**src/rtl/fetch_decode_queue.sv**
```systemverilog
// fetch_decode_queue
//
// Fetch-to-decode channel: a DEPTH-entry FIFO of fetch packets with
// valid/ready handshakes on both sides and a synchronous flush used on
// branch redirects. Fetch may run up to DEPTH packets ahead of decode.
//
// Ports:
//   clk        - single clock, all state changes on the rising edge
//   rst_n      - asynchronous active-low reset
//   flush      - discard all entries at the next edge (top priority)
//   in_valid   - fetch presents a packet
//   in_data    - packet from fetch
//   in_ready   - queue accepts a packet this cycle (count != DEPTH)
//   out_valid  - head entry valid for decode (count != 0)
//   out_data   - head packet, mem[rp]
//   out_ready  - decode consumes the head this cycle
//   count      - number of valid entries, 0..DEPTH
//   busy       - count != 0
//   proto_err  - sticky: stalled head changed while held
//
// Handshake: a transfer happens on a rising edge where valid and ready are
// both high (push = in_valid & in_ready, pop = out_valid & out_ready).
// A producer holds valid/data until the transfer; ready never depends on
// the partner's valid. in_ready is derived from count only, so a full queue
// does not accept a packet in the same cycle it pops one.

module fetch_decode_queue #(
    parameter int DATA_W = 64,
    parameter int DEPTH  = 4,
    parameter int CNT_W  = $clog2(DEPTH + 1)
) (
    input  logic              clk,
    input  logic              rst_n,
    input  logic              flush,
    input  logic              in_valid,
    input  logic [DATA_W-1:0] in_data,
    output logic              in_ready,
    output logic              out_valid,
    output logic [DATA_W-1:0] out_data,
    input  logic              out_ready,
    output logic [CNT_W-1:0]  count,
    output logic              busy,
    output logic              proto_err
);

    localparam int PTR_W = $clog2(DEPTH);

    logic [DATA_W-1:0] mem [DEPTH];
    logic [PTR_W-1:0]  wp;
    logic [PTR_W-1:0]  rp;
    logic [CNT_W-1:0]  cnt;
    logic              push;
    logic              pop;

    // Stability monitor state: the head value and whether the head was
    // valid-and-stalled in the previous cycle.
    logic [DATA_W-1:0] prev_data;
    logic              prev_hold;
    logic              err;

    assign in_ready  = (cnt != CNT_W'(DEPTH));
    assign out_valid = (cnt != '0);
    assign out_data  = mem[rp];
    assign count     = cnt;
    assign busy      = (cnt != '0);
    assign proto_err = err;

    assign push = in_valid & in_ready;
    assign pop  = out_valid & out_ready;

    // Storage has no reset; contents are only meaningful under count.
    // A flush cycle writes nothing so the discarded packet never lands.
    always_ff @(posedge clk) begin
        if (push && !flush) begin
            mem[wp] <= in_data;
        end
    end

    // Pointers wrap naturally at DEPTH (power of two). Full/empty is
    // decided from cnt alone, never from the pointers.
    always_ff @(posedge clk or negedge rst_n) begin
        if (!rst_n) begin
            wp  <= '0;
            rp  <= '0;
            cnt <= '0;
        end else if (flush) begin
            wp  <= '0;
            rp  <= '0;
            cnt <= '0;
        end else begin
            if (push) begin
                wp <= wp + PTR_W'(1);
            end
            if (pop) begin
                rp <= rp + PTR_W'(1);
            end
            if (push && !pop) begin
                cnt <= cnt + CNT_W'(1);
            end else if (pop && !push) begin
                cnt <= cnt - CNT_W'(1);
            end
        end
    end

    // Only a cycle that follows a valid-and-stalled cycle is checked, so a
    // legitimate head change after a pop (or a fresh head after empty)
    // does not trip the flag. Flush is not a clear.
    always_ff @(posedge clk or negedge rst_n) begin
        if (!rst_n) begin
            prev_data <= '0;
            prev_hold <= 1'b0;
            err       <= 1'b0;
        end else begin
            prev_data <= out_data;
            prev_hold <= out_valid & ~out_ready & ~flush;
            if (prev_hold && out_valid && !out_ready && (out_data != prev_data)) begin
                err <= 1'b1;
            end
        end
    end

endmodule

```
**config.mk**
```make
export PLATFORM = sky130hd
export DESIGN_NAME = fetch_decode_queue
export DESIGN_NICKNAME = d
export VERILOG_FILES = /design/src/rtl/fetch_decode_queue.sv
export SDC_FILE = /design/constraint.sdc
export NUM_CORES = 1
export LEC_CHECK = 0
export CAP_MARGIN = 20
export CORE_UTILIZATION = 50
export DETAILED_ROUTE_END_ITERATION = 16
export GPL_ROUTABILITY_DRIVEN = 1
export HOLD_SLACK_MARGIN = 0.03
export PLACE_DENSITY = 0.74
export SLEW_MARGIN = 20
export SYNTH_ARGS = -nofsm -noshare
export SYNTH_HDL_FRONTEND = slang
export SYNTH_SLANG_ARGS = --single-unit
```
**constraint.sdc**
```tcl
create_clock -name clk -period 2.8 [get_ports clk]
set_input_delay 0.42 -clock clk [delete_from_list [all_inputs] [get_ports clk]]
set_output_delay 0.42 -clock clk [all_outputs]
set_load 0.05 [all_outputs]
```
-- After elaboration in Yosys (flattened, before gate mapping)
Memories as Yosys holds them, arrays and structs flattened.
Index checks and enable logic that the tools add are counted.
Widths: inputs -> output; s select.
- ROM bits: 0
- RAM bits: 256
- logic and storage cells: 42
- register bits: 73
- latch bits: 0
- input port bits: 69
- memories kept: 1
- bitwise logic cells: 6
- muxes and demuxes: 9
- add/subtract/negate cells: 4
- equal/unequal tests: 2
- reduce and logical (&&, ||, !) cells: 14
- multipliers: 0
- shift-type cells: 0
- $lt $le $gt $ge: 0
- divide/modulo/power cells: 0
- memories (name ; depth ; bits a word ; read ports ; clocked after memory_dff ; write ports ; RTL line ; text):
    mem ; 4 ; 64 ; 1 ; 0 ; 1 ; 48 ; logic [DATA_W-1:0] mem [DEPTH];
- operator list (kind ; count):
    $ne 64x64->1 ; 1
    $mux 3 ; 3
    $mux 2 ; 4
    $logic_and 1x1->1 ; 6
    $reduce_bool 3->1 ; 2
    $add 2x1->2 const B ; 2
    $and 1x1->1 ; 4
    $logic_not 1->1 ; 4
    $reduce_bool 2->1 ; 2
    $add 3x1->3 const B ; 1
    $ne 3x3->1 const B ; 1
    $sub 3x1->3 const B ; 1
    $mux 1 ; 2
    $not 1->1 ; 2

-- Logic depth before layout (Yosys ltp)
Gate-level depths: netlist of run 1.
- word-level depth: 7
- gate-level depth with buffers: 10
- depth with buffers taken out: 9

-- Least setup slack after synthesis of run 1
No wires, ideal clock.
- path type: reg2reg
- start point: reg cnt[0] (netlist: count[0])
- end point: mem mem[0][0] (enable)
- clock period less this slack: 3588 ps
- slack: -788 ps
- library setup time: 429 ps
- stages on the path, launching flop included: 5
- arrival time: 3159 ps
- cells stage by stage: dfrtp_1 or3b_1 nand2_1 nor2_1 and2_1
- word-level cells in the longest chain between the ends: 5
- RTL lines (element ; RTL line ; text):
    start: declaration ; 51 ; logic [CNT_W-1:0] cnt;
    start signal: assignment ; 98 ; cnt <= cnt + CNT_W'(1);
    start signal: assignment ; 100 ; cnt <= cnt - CNT_W'(1);
    $ne 3x3->1 ; 61 ; assign in_ready = (cnt != CNT_W'(DEPTH));
    net in_ready ; 37 ; output logic in_ready,
    $and 1x1->1 ; 68 ; assign push = in_valid & in_ready;
    $logic_and 1x1->1 ; 74 ; if (push && !flush) begin
    $mux 1 ; 74 ;
    $mux 1 (implied by the code) ; 75 ; mem[wp] <= in_data;
    end: declaration ; 48 ;
The timed path passes the listed nets, and every way through them passes these cells.

-- Worst setup path in the final report of run 1
- start point: reg rp[0]
- end point: reg err (netlist: proto_err)
- word-level cells in the longest chain between the ends: 3
- RTL lines (element ; RTL line ; text):
    start: declaration ; 50 ; logic [PTR_W-1:0] rp;
    start signal: assignment ; 95 ; rp <= rp + PTR_W'(1);
    $mem_v2 4x64 ; - ;
    $ne 64x64->1 ; 116 ; if (prev_hold && out_valid && !out_ready && (out_data != prev_data)) begin
    $logic_and 1x1->1 ; 116 ;
    end signal: assignment ; 112 ; err <= 1'b0;
    end signal: assignment ; 117 ; err <= 1'b1;
    end: declaration ; 59 ; logic err;
Every way passes these cells.
A chain may end at the register's enable or synchronous reset.

==> flow_summary_export.csv, run 1 <==
group,metric,value,unit
status,status,"complete, no violations",
routing,first_pass_iters,4,
setup_path,crit_arrival,3.01,ns
yosys,ys_seq_elements,329,
power,power_leakage,5.24,nW
floorplanning,die_w,157,um
sta,final.setup.tns,0,ns
clock_network,cts_tree,"built",
yosys,synthTopCellsByCount,"edfxtp_1, dfrtp_1, xnor2_1",
routing,drc_errors,0,
sta,hold_violations,0,
setup_path,crit_buf_inv,2,
yosys,postSynthCellCount,538,
yosys,synth_warnings,0,
global_route,antenna_found_initial,2,
yosys,synth.area.top_cells,"edfxtp_1, dfrtp_1, mux4_2",
floorplanning,start_util,0.511,
setup_path,slowest_delay,0.60,ns
yosys,postSynthAreaPerCell,22.4,um2
routing,ant_nets,0,
floorplanning,die_h,157,um
layout,post-route-util,0.656,
setup_path,worstSetupPathDepth,8,
yosys,synth_area,12000,um2
setup_path,r2r_cells,8,
yosys,ys_seq_area_frac,0.791,
global_route,grt_pass1_vias,6163,
setup_path,critPathLaunchType,"flop",
place,place_hpwl,15100,um
floorplanning,core_area,23500,um2
sta,worst_clock_skew,0.0125,ns
clock_network,clkTransAtPathRegs,0.06,ns
yosys,yosysMostFrequentCell,"edfxtp_1",
setup_path,path_max_fanout,23,
sta,setup_violations,0,
global_route,grt_overflow,0,
setup_path,crit_chain,"buf_12 > mux4_2 > xnor2_1 > nand4_1 > nor4_1 > buf_4 > nand4_1 > a31o_1",
hold_path,hp-class,"input port to async pin",
sta,fmax,380,MHz
setup_path,cp-end-kind,"flop",
power,p_per_area,1070,nW/um2
run,maxCapViolations,0,
setup_path,cp_top_family,"simple AND/OR/NAND/NOR gates",
setup_path,cp_slowest_cell,"mux4_2",
layout,drive_gt1_frac,0.282,
routing,drtIter0Drc,319,
clock_network,clock_path_buffers,3,
place,dpl_cell_area,14200,um2
sta,relSlewSlack,0.619,
layout,syn_to_final_growth,28.3,%
place,globalplace.congestion,0.734,
setup_path,path_class,"flop to flop",
yosys,synth_edf_count,256,
power,ir_worst_vdd,0.561,mV
clock_network,clock_latency,0.50,ns
yosys,ys_types,27,
routing,wl,23300,um
layout,nets,790,
sta,rsz0062_at_grt,"no",
routing,via_per_inst,5.42,
sta,slew_viol_final,0,
global_route,track_usage,0.198,
routing,num_vias,5753,
clock_network,htreeDepth,2,
global_route,grt_start_max_net_pins,44,
global_route,grt_pass1_wl,35600,um
clock_network,root_buffer,"clkbuf_16",
sta,fin_crit_sh,0.941,
yosys,async_reset_ff_frac,0.222,
layout,final_cell_area,15400,um2
clock_network,cts.sinks,329,
sta,worst_pin_slew,0.572,ns
sta,period_needed,2.63,ns
setup_path,crit_top_cell,"nand4_1",
floorplanning,rows,56,
floorplanning,io_pins,140,
yosys,yosys.area.top_type,"edfxtp_1",
place,io_buffers,139,
yosys,synth_ff_type,"edfxtp_1",
setup_path,crit_required,3.18,ns
yosys,synth_top_cell_area_share,0.639,
routing,avgRoutedWirePerCell,22.0,um
yosys,syn-num-nets,612,
floorplanning,die-area,24700,um2
clock_network,tritoncts.num_buffers,34,
-- layer usage --
| metal | track usage | share of wire | wire (um) |
|---|---|---|---|
| met5 | 0 | 0.0011 | 26 |
| met4 | 0.0638 | 0.022 | 522 |
| met3 | 0.0642 | 0.072 | 1670 |
| met2 | 0.324 | 0.51 | 11800 |
| met1 | 0.251 | 0.40 | 9310 |
-- final timing paths --
| path | to | start | slack, ns |
|---|---|---|---|
| worst max register to register | proto_err$_DFFE_PN0P_ | rp[0]$_DFFE_PN0P_ | 0.17 |
| worst max-delay path | proto_err$_DFFE_PN0P_ | rp[0]$_DFFE_PN0P_ | 0.17 |
| worst min register to register | proto_err$_DFFE_PN0P_ | prev_hold$_DFF_PN0_ | 0.49 |
| max in group asynchronous | prev_data[4]$_DFF_PN0_ | rst_n | 1.71 |
| worst min-delay path | prev_data[45]$_DFF_PN0_ | rst_n | 0.48 |
| min in group clk | proto_err$_DFFE_PN0P_ | prev_hold$_DFF_PN0_ | 0.49 |
-- timing repair --
action	CTS	global route
setup endpoints to repair	0	1
endpoints found under the hold margin	36	0
gates resized for setup	0	2
buffers inserted	0	0
hold buffers	1	0
-- where the power goes --
part	switching [mW]	internal (mW)
Sequential	0.273	5.92
Combinational	3.16	2.37
Clock	1.76	2.97
-- stage by stage --
step	total power [mW]	setup WS (ns)	hold slack, ns	cells
finish	16.4	0.166	0.480	1062
global route	17.1	0.0202	0.514	1061
CTS	16.6	0.0711	0.489	1061
detailed placement	11.9	0.107	0.457	998
global placement	11.8	0.164	0.442	998
floorplan	9.85	-0.0892	0.124	538
-- final cells by class --
type | count | area (um2)
inverters | 5 | 18.8
flip-flops and latches | 329 | 9520
diodes | 1 | 2.50
clock buffers | 52 | 1050
clock inverters | 10 | 158
fillers | 1550 | 8110
repair buffers | 159 | 1870
multi-input cells | 187 | 2410
well taps | 319 | 399
-- sequential cells by signal, summed over array words and instances (netlist names) --
register   count
prev_hold      1
proto_err      1
count          3
mem          256
prev_data     64
wp             2
rp             2
-- cells in the final DEF (no fill, tap or decap), types with 7 or more instances in the layout --
master,n
edfxtp_1,256
clkdlybuf4s50_1,74
dfrtp_1,71
xnor2_1,69
mux4_2,64
buf_4,44
buf_12,39
clkbuf_16,37
nand4_1,17
nor2_1,9
clkbuf_1,8
clkbuf_8,7
-- cells by family (layout without fill, tap and decap cells) --
| kind of cell | count (synthesis) | in the layout | synth area share |
|---|---|---|---|
| xor gates and xnor gates | 70 | 70 | 0.0510 |
| adders and majority gates | 5 | 5 | 0.00583 |
| AOI/OAI and AO/OA | 3 | 3 | 0.00177 |
| buffers and inverters | 22 | 226 | 0.0101 |
| and+or+nand+nor | 45 | 45 | 0.0205 |
| DFF | 329 | 329 | 0.791 |
| other | 0 | 1 | 0 |
| muxes | 64 | 64 | 0.120 |
Note: power is estimated with default switching activity, not from simulation.
==> inputs of run 2 (changes only) <==
- ABC_AREA: default -> 1
- CORE_UTILIZATION: 50 -> 51
- PLACE_DENSITY: 0.74 -> 0.75
==> flow_summary_export.csv, run 2 <==
group,metric,value,unit
routing,drtIter0Drc,705,
floorplanning,die-area,26800,um2
routing,avgRoutedWirePerCell,17.6,um
layout,final_cell_area,16900,um2
place,place_hpwl,18400,um
yosys,yosysMostFrequentCell,"nand2_1",
place,dp_slack,0.406,ns
yosys,synthTopCellsByCount,"nand2_1, edfxtp_1, nand3_1",
yosys,synthAdderAreaFrac,0.00526,
sta,fin_crit_sh,0.924,
sta,slew_viol_final,0,
power,p_int,10.5,mW
sta,rsz0062_at_grt,"no",
clock_network,cts_tree,"built",
yosys,synth_warnings,0,
layout,multiInputGateArea,3280,um2
yosys,async_reset_ff_frac,0.222,
clock_network,clkTransAtPathRegs,0.06,ns
clock_network,clock_path_buffers,3,
sta,fmax,387,MHz
power,p_per_area,955,nW/um2
setup_path,crit_required,2.38,ns
power,p_total,16.1,mW
yosys,synth_top_family_by_area,"simple AND/OR/NAND/NOR gates",
routing,first_pass_iters,5,
clock_network,cts.sinks,329,
power,p_sw_frac,0.349,
layout,instances_no_fill,1710,
layout,layout_commonest_cell,"nand2_1",
layout,drive_gt1_frac,0.102,
yosys,ys_seq_elements,329,
yosys,ys_types,20,
yosys,synthSimpleGateAreaFrac,0.232,
layout,final_cell_mix,"nand2_1, edfxtp_1, nand3_1",
floorplanning,die_w,164,um
routing,drc_errors,0,
yosys,synth_xor_xnor_area_share,0.00132,
global_route,grt_start_max_net_pins,66,
floorplanning,rows,58,
sta,relSlewSlack,0.635,
clock_network,cts_setup_buffers,0,
place,dp_cells,1647,
clock_network,root_buffer,"clkbuf_16",
global_route,grt_pass1_wl,46600,um
setup_path,critPathLaunchType,"flop",
clock_network,clock_latency,0.52,ns
routing,ant_nets,0,
setup_path,cp-end-kind,"output port",
layout,post-route-util,0.666,
power,switching_power,5.63,mW
clock_network,htreeDepth,2,
layout,largest_register,"mem",
power,p_seq_frac,0.376,
yosys,postSynthAreaPerCell,11.1,um2
yosys,synth_top_cell_area_share,0.577,
yosys,synth.area.top_cells,"edfxtp_1, dfrtp_1, nand2_1",
place,dpl_cell_area,15900,um2
routing,via_per_inst,5.21,
sta,worst_clock_skew,0.0213,ns
yosys,synth_area,13300,um2
yosys,yosys.area.top_type,"edfxtp_1",
setup_path,crit_arrival,2.17,ns
yosys,synthMuxAreaShare,0,
global_route,grt_pass1_vias,8827,
status,status,"complete, no violations",
sta,period_needed,2.59,ns
global_route,track_usage,0.233,
run,maxCapViolations,0,
sta,setup_violations,0,
place,io_buffers,139,
routing,num_vias,8904,
power,power_leakage,6.98,nW
setup_path,path_class,"flop to output port",
setup_path,path_max_fanout,19,
sta,setup_ws,0.214,ns
floorplanning,io_pins,140,
layout,largest_reg_flops,256,
sta,final.setup.tns,0,ns
hold_path,hp-class,"input port to async pin",
power,clockPowerShare,0.259,
clock_network,tritoncts.num_buffers,34,
yosys,ys_seq_area_frac,0.714,
layout,nets,1428,
sta,hold_violations,0,
floorplanning,start_util,0.524,
floorplanning,die_h,164,um
global_route,antenna_found_initial,1,
yosys,postSynthCellCount,1204,
layout,fill_cells,1771,
layout,syn_to_final_growth,27.0,%
power,ir_worst_vdd,0.727,mV
yosys,synth_compound_area_frac,0.00413,
sta,hold_ws,0.441,ns
yosys,synth_edf_count,256,
floorplanning,core_area,25400,um2
yosys,syn-num-nets,1278,
routing,wl,30100,um
yosys,synth_ff_type,"edfxtp_1",
place,globalplace.congestion,0.787,
global_route,grt_overflow,0,
power,p_comb_frac,0.365,
sta,worst_pin_slew,0.548,ns
layout,regArea,9520,um2
-- run 2: cell count changes in the layout (fill, tap and decap cells not counted), sizes merged, moves of 3 or more --
cell / previous run / this run
a21oi: 1 / 5
and2: 5 / 0
bufinv: 4 / 0
inv: 5 / 93
mux4: 64 / 0
nand2: 4 / 483
nand3: 2 / 133
nand3b: 0 / 56
nand4: 17 / 0
nor2: 9 / 49
nor4: 4 / 0
o21ai: 0 / 3
xnor2: 69 / 0
-- run 2: kinds of logic after synthesis --
logic type | after synthesis
AND/OR/NAND/NOR | 723
flip-flops | 329
buffers and inverters | 135
AO/OA/AOI/OAI | 10
adder cells (fa/ha/maj) | 5
XOR/XNOR | 2
-- run 2: area by class of cell --
type,instances,area share
tap,330,0.0244
timing repair buffer,157,0.137
clock buffer,53,0.0588
clock inverter,8,0.00252
multi-input combinational,740,0.194
sequential,329,0.563
antenna,1,0.000148
inverter,92,0.0206
-- run 2: what timing repair did --
item / in CTS / in global routing
gates resized for setup: 0 / 1
hold buffers: 1 / 0
endpoints found under the setup margin: 0 / 1
hold endpoints to repair: 29 / 0
-- run 2: power groups by stage --
stage	combinational, mW	clock, mW	sequential (mW)
6_report	5.90	4.18	6.07
3_5_place_dp	5.88	0	6.14
5_1_grt	6.32	4.42	6.12
2_1_floorplan	3.32	0	6.14
3_3_place_gp	5.79	0	6.13
4_1_cts	5.92	4.23	6.06
-- run 2: layer usage --
layer	wire length (um)	up-vias	track usage	share of wire
li1	-	4307	-	-
met1	12700	4236	0.304	0.42
met2	15000	310	0.393	0.50
met3	1700	51	0.0358	0.056
met4	693	0	0.0901	0.023
met5	0	-	0	0
-- run 2: worst max-delay path, stage by stage, from the launching register on --
cell	delay, ns
dfrtp_4	0.52
inv_4	0.19
buf_4	0.29
nand2_1	0.09
nand3_1	0.11
nand2_1	0.10
inv_1	0.19
buf_12	0.17
-- run 2: final timing paths --
path | startpoint | endpoint | slack (ns) | cells after the start
setup / recovery | rp[0]$_DFFE_PN0P_ | out_data[42] | 0.21 | 7
hold / removal | rst_n | prev_data[39]$_DFF_PN0_ | 0.44 | 2
setup reg to reg | rp[0]$_DFFE_PN0P_ | proto_err$_DFFE_PN0P_ | 0.47 | 15
hold reg to reg | proto_err$_DFFE_PN0P_ | proto_err$_DFFE_PN0P_ | 0.52 | 2
max in group asynchronous | rst_n | prev_data[27]$_DFF_PN0_ | 1.70 | 3
min in group clk | proto_err$_DFFE_PN0P_ | proto_err$_DFFE_PN0P_ | 0.52 | 2
